==> src/rtl/eab_burst_agu.sv <==
// eab_burst_agu: registered LC-3 effective-address adder with burst expansion.
// Forms base (pc or ra) + sign-extended IR offset, presents it through a
// valid/ready output register, and optionally steps it +/-1 for extra beats.
module eab_burst_agu #(
  parameter int WIDTH   = 16,
  parameter int BURST_W = 4
) (
  input  logic               clk,
  input  logic               rst,
  input  logic               in_valid,
  output logic               in_ready,
  input  logic [10:0]        ir,
  input  logic [1:0]         sel_eab2,
  input  logic               sel_eab1,
  input  logic [WIDTH-1:0]   pc,
  input  logic [WIDTH-1:0]   ra,
  input  logic [BURST_W-1:0] burst_len,
  input  logic               burst_dec,
  output logic               out_valid,
  input  logic               out_ready,
  output logic [WIDTH-1:0]   eab_out,
  output logic               out_last,
  output logic               busy
);

  typedef enum logic [1:0] {
    IDLE   = 2'd0,
    SINGLE = 2'd1,
    BURST  = 2'd2
  } state_t;

  localparam logic [WIDTH-1:0]   ONE_ADDR = {{(WIDTH-1){1'b0}}, 1'b1};
  localparam logic [BURST_W-1:0] ONE_CNT  = {{(BURST_W-1){1'b0}}, 1'b1};

  state_t                    state_q;
  logic signed [WIDTH-1:0]   eab_q;
  logic        [BURST_W-1:0] remaining_q;
  logic                      dec_q;

  logic signed [WIDTH-1:0]   offset_d;
  logic signed [WIDTH-1:0]   base_d;
  logic signed [WIDTH-1:0]   first_d;
  logic                      accept;

  // Offset field selection with sign extension from the field's own MSB.
  function automatic logic signed [WIDTH-1:0] sext_offset(
    input logic [10:0] f,
    input logic [1:0]  sel
  );
    logic signed [WIDTH-1:0] v;
    v = '0;
    case (sel)
      2'b01:   v = {{(WIDTH-6){f[5]}},  f[5:0]};
      2'b10:   v = {{(WIDTH-9){f[8]}},  f[8:0]};
      2'b11:   v = {{(WIDTH-11){f[10]}}, f[10:0]};
      default: v = '0;
    endcase
    return v;
  endfunction

  // Next-beat address: one step in the latched direction, wrapping modulo 2^WIDTH.
  function automatic logic signed [WIDTH-1:0] step_addr(
    input logic signed [WIDTH-1:0] a,
    input logic                    dec
  );
    return dec ? (a - ONE_ADDR) : (a + ONE_ADDR);
  endfunction

  // Effective-address adder; carry out is intentionally discarded.
  always_comb begin
    offset_d = sext_offset(ir, sel_eab2);
    base_d   = sel_eab1 ? ra : pc;
    first_d  = base_d + offset_d;
  end

  // Handshake and status decode from the registered state.
  always_comb begin
    in_ready  = (state_q == IDLE) || ((state_q == SINGLE) && out_ready);
    accept    = in_valid && in_ready;
    out_valid = (state_q != IDLE);
    out_last  = (state_q == SINGLE);
    busy      = (state_q == BURST);
    eab_out   = eab_q;
  end

  // Control FSM with the output address and beat counter.
  always_ff @(posedge clk) begin
    if (rst) begin
      state_q     <= IDLE;
      eab_q       <= '0;
      remaining_q <= '0;
      dec_q       <= 1'b0;
    end else if (accept) begin
      // New request: from IDLE, or overlapping the final-beat handshake.
      eab_q       <= first_d;
      remaining_q <= burst_len;
      dec_q       <= burst_dec;
      state_q     <= (burst_len == '0) ? SINGLE : BURST;
    end else begin
      case (state_q)
        BURST: begin
          if (out_ready) begin
            eab_q       <= step_addr(eab_q, dec_q);
            remaining_q <= remaining_q - ONE_CNT;
            if (remaining_q == ONE_CNT) state_q <= SINGLE;
          end
        end
        SINGLE: begin
          if (out_ready) state_q <= IDLE;
        end
        default: state_q <= IDLE;
      endcase
    end
  end

endmodule

==> config.mk <==
export PLATFORM = sky130hd
export DESIGN_NAME = eab_burst_agu
export DESIGN_NICKNAME = d
export VERILOG_FILES = /design/src/rtl/eab_burst_agu.sv
export SDC_FILE = /design/constraint.sdc
export NUM_CORES = 1
export LEC_CHECK = 0
export CAP_MARGIN = 5
export CORE_MARGIN = 5
export CORE_UTILIZATION = 40
export CTS_BUF_LIST = sky130_fd_sc_hd__clkbuf_4
export CTS_CLUSTER_DIAMETER = 100
export CTS_CLUSTER_SIZE = 14
export DETAILED_ROUTE_END_ITERATION = 8
export DONT_BUFFER_PORTS = 1
export GPL_TIMING_DRIVEN = 0
export HOLD_SLACK_MARGIN = 0.06
export PLACE_DENSITY_LB_ADDON = 0.08
export SLEW_MARGIN = 15
export SYNTH_ARGS = -nofsm -noshare
export SYNTH_HDL_FRONTEND = slang
export SYNTH_SLANG_ARGS = --single-unit
==> constraint.sdc <==
create_clock -name clk -period 9.7 [get_ports clk]
set_clock_uncertainty 0.1 [all_clocks]
set_input_delay 0.97 -clock clk [delete_from_list [all_inputs] [get_ports clk]]
set_output_delay 0.97 -clock clk [all_outputs]
set_load 0.02 [all_outputs]
==> flow_summary.json, run 1 <==
{
  "run_status": "finished, final reports clean",
  "timing.rr.start": "dec_q",
  "worst-path-buf-inv": 3,
  "grt_setup_unrepaired": "false",
  "nets": 448,
  "final_weighted_congestion_in_routability_driven_placement": 0.811,
  "cts_setup_buffers": 0,
  "layout_min_cycle_time_ps": 4220,
  "grt_overflow": 0,
  "multi_input_comb_area_um2": 2130,
  "cts-resized-gates": 0,
  "hold_viol": 0,
  "io_pins": 75,
  "route.vias.total": 2508,
  "post_dr_wirelength_cell_um": 16.2,
  "postSynthCellCount": 357,
  "port_buffers": 0,
  "finalCritPeriodShare": 0.435,
  "cts_buffer_depth": 2,
  "hold_path.startpoint": "remaining_q[2]",
  "post_route_antenna_net_violation_count": 0,
  "detailedRoute.firstPassIterationCount": 4,
  "drt_iter0_drc": 108,
  "yosysUniqueCellTypes": 50,
  "max_clock_freq_ghz": 0.237,
  "post_drt_via_cell_ratio": 5.69,
  "critical_path.top_delay_family": "compound AO/OA/AOI/OAI gates",
  "die_h_um": 92.6,
  "timing.critical_path.from": "sel_eab1",
  "core_area_um2": 6720,
  "relative_area_change_from_synthesis_to_final_layout_pct": 4.68,
  "netlist.top_cell.by_area": "dfxtp_1",
  "timing.slew.headroom": 0.470,
  "worstPathRequired_ps": 9830,
  "yosys-top-cells-count": "nand2_1 (37), a21oi_1 (31), nor2_1 (31)",
  "cts_hold_bufs": 0,
  "hold_class": "flop to flop",
  "area_contributors_post_synth": "dfxtp_1 (17%), ha_1 (13%), mux2_2 (5.8%)",
  "synth-warning-count": 0,
  "antenna-diode-count": 0,
  "power.density_cell_area_nw_per_um2": 130,
  "totalNegativeSetupSlack_ps": 0,
  "cell_count_post_placement": 437,
  "synth-async-reset-ratio": 0,
  "cts_made_buffers": 3,
  "timing.final.max_slew_violations": 0,
  "worstSkewPairLatency_ps": 320,
  "crit_path_cell_trace": "buf_2, buf_1, mux2_2, ha_1, inv_1, fa_1, nor2b_1, o21ai_0, a21boi_0, o2111ai_1, a31oi_1, a221oi_2, xnor2_1, a2111oi_2",
  "critPathMaxFanout": 10,
  "timing.critical_path.from_type": "input port",
  "final-setup-viol-count": 0,
  "crit_path_end_kind": "flop",
  "first_pass_grt_wire_length_mm": 11.6,
  "slowest_stage": "buf_1",
  "dominantRegCellSynth": "dfxtp_1",
  "fillCellCount": 703,
  "worst_ir_drop_vdd_mv": 0.0509,
  "cts-htree-levels": 1,
  "path_clk_slew_ps": 150,
  "post_synth_edffs": 0,
  "clock-root-buffer": "clkbuf_4",
  "drv.max_cap_violation_count": 0,
  "seqCellArea_um2": 460,
  "crit_arrival_ps": 4350,
  "fin_cells": 441,
  "groute.usage.overall": 0.166,
  "synth_nets": 443,
  "hpwlAfterDp_mm": 5.75,
  "die_area_um2": 8570,
  "synth_sequential_area_ratio": 0.169,
  "horiz_die_dim_um": 92.6,
  "grt_pass1_vias": 2393,
  "final_layout_size_suffix_gt1_frac": 0.0831,
  "drcViolationCount": 0,
  "rows": 30,
  "number_of_antenna_violations_at_the_first_check_in_global_routing": 0,
  "tritoncts": "built",
  "synth_area_per_cell_um2": 7.64,
  "timing_worst_slew_pin_value_ps": 794,
  "p_leak_nw": 1.22,
  "postSynthRegisterBits": 23,
  "synth_top_cell_area_share": 0.169,
  "grt_max_degree": 20,
  "synth_most_common_cell": "nand2_1",
  "clkSinkCount": 23,
  "setup.worst_path.class": "input port to flop",
  "cp_slowest_stage_delay_ps": 480,
  "floorplan.initialDensity": 0.406,
  "synthesis.area_um2": 2730,
  "drt_wl_total_mm": 7.12
}
tightest hold or removal path: stages, from the launching register on:
cell,delay [ps]
dfxtp_1,370
inv_1,60
a21oi_1,50
stage by stage:
step	power [mW]	setup slack [ps]	instance area (µm²)	utilization	hold slack, ps
final	0.370	5480	2860	0.425	412
after global routing	0.404	5150	2860	0.425	423
after CTS	0.375	5440	2860	0.425	407
after detailed placement	0.325	5100	2830	0.421	387
after global placement	0.324	5150	2830	0.421	374
after floorplan	0.286	5630	2730	-	350
kinds of logic after synthesis:
logic type | share of synthesized area
AND/OR/NAND/NOR | 0.206
adder cells (fa/ha/maj) | 0.148
multiplexers | 0.0798
AO/OA/AOI/OAI | 0.260
XOR/XNOR | 0.0871
buffers and inverters | 0.0500
flip-flops | 0.169
final timing paths:
kind                                       end  slack (ps)  depth (start not counted)
worst max register to register     eab_out[14]        6130                          9
worst min register to register  remaining_q[2]         410                          2
worst min-delay path            remaining_q[2]         410                          2
worst max-delay path               eab_out[14]        5480                         14
registers in the layout, indices dropped and copies added (netlist names):
signal,flops
eab_out,16
state_q,2
dec_q,1
remaining_q,4
final cells by class:
type                       instances  area share
clock buffer                       3     0.00788
tap                               80      0.0350
inverter                          17      0.0223
multi-input combinational        302       0.746
sequential                        23       0.161
buffer                            15      0.0254
clock inverter                     1     0.00175
layer usage:
layer	GRT usage	vias to the layer above	routed length [µm]
li1	-	1304	-
met4	0.0223	0	34
met3	0.0414	2	483
met1	0.226	1137	3410
met2	0.270	65	3200
met5	0	-	0
placed cells by master (no fill, tap or decap), types with 11 or more instances in the layout:
cell type  netlist  routed
inv_1           17      17
mux2_2          14      14
nand2_1         37      37
xor2_1          11      11
nor2b_1         14      14
ha_1            29      29
nor2_1          31      31
a211oi_1        13      13
xnor2_1         13      13
dfxtp_1         23      23
a21oi_1         31      31
o21ai_0         22      22
power by group:
| part | total [mW] | internal [mW] | switching, mW | leakage [nW] |
|---|---|---|---|---|
| Sequential | 0.139 | 0.109 | 0.0297 | 0.190 |
| Combinational | 0.183 | 0.0782 | 0.105 | 1.01 |
| Clock | 0.0488 | 0.0155 | 0.0333 | 0.0177 |
| Total | 0.370 | 0.203 | 0.168 | 1.22 |
Note: power is estimated with default switching activity, not from simulation.
==> run 2: changes to the inputs <==
==> constraint.sdc (replaced) <==
create_clock -name clk -period 4.1 [get_ports clk]
set_clock_uncertainty 0.1 [all_clocks]
set_input_delay 0.41 -clock clk [delete_from_list [all_inputs] [get_ports clk]]
set_output_delay 0.41 -clock clk [all_outputs]
set_load 0.02 [all_outputs]
==> results of run 2 <==
Same layout as run 1 (identical final DEF). Status: finished, final reports clean.
Among the figures that moved: setup slack after placement 5100 ps -> 61.3 ps; setup slack after layout 5480 ps -> 441 ps; hold slack 412 ps -> 97.1 ps; register-to-register setup slack 6130 ps -> 530 ps; end point of the worst hold path remaining_q[2] -> dec_q; total power 0.370 mW -> 0.876 mW; worst IR drop on VDD 0.0509 mV -> 0.120 mV
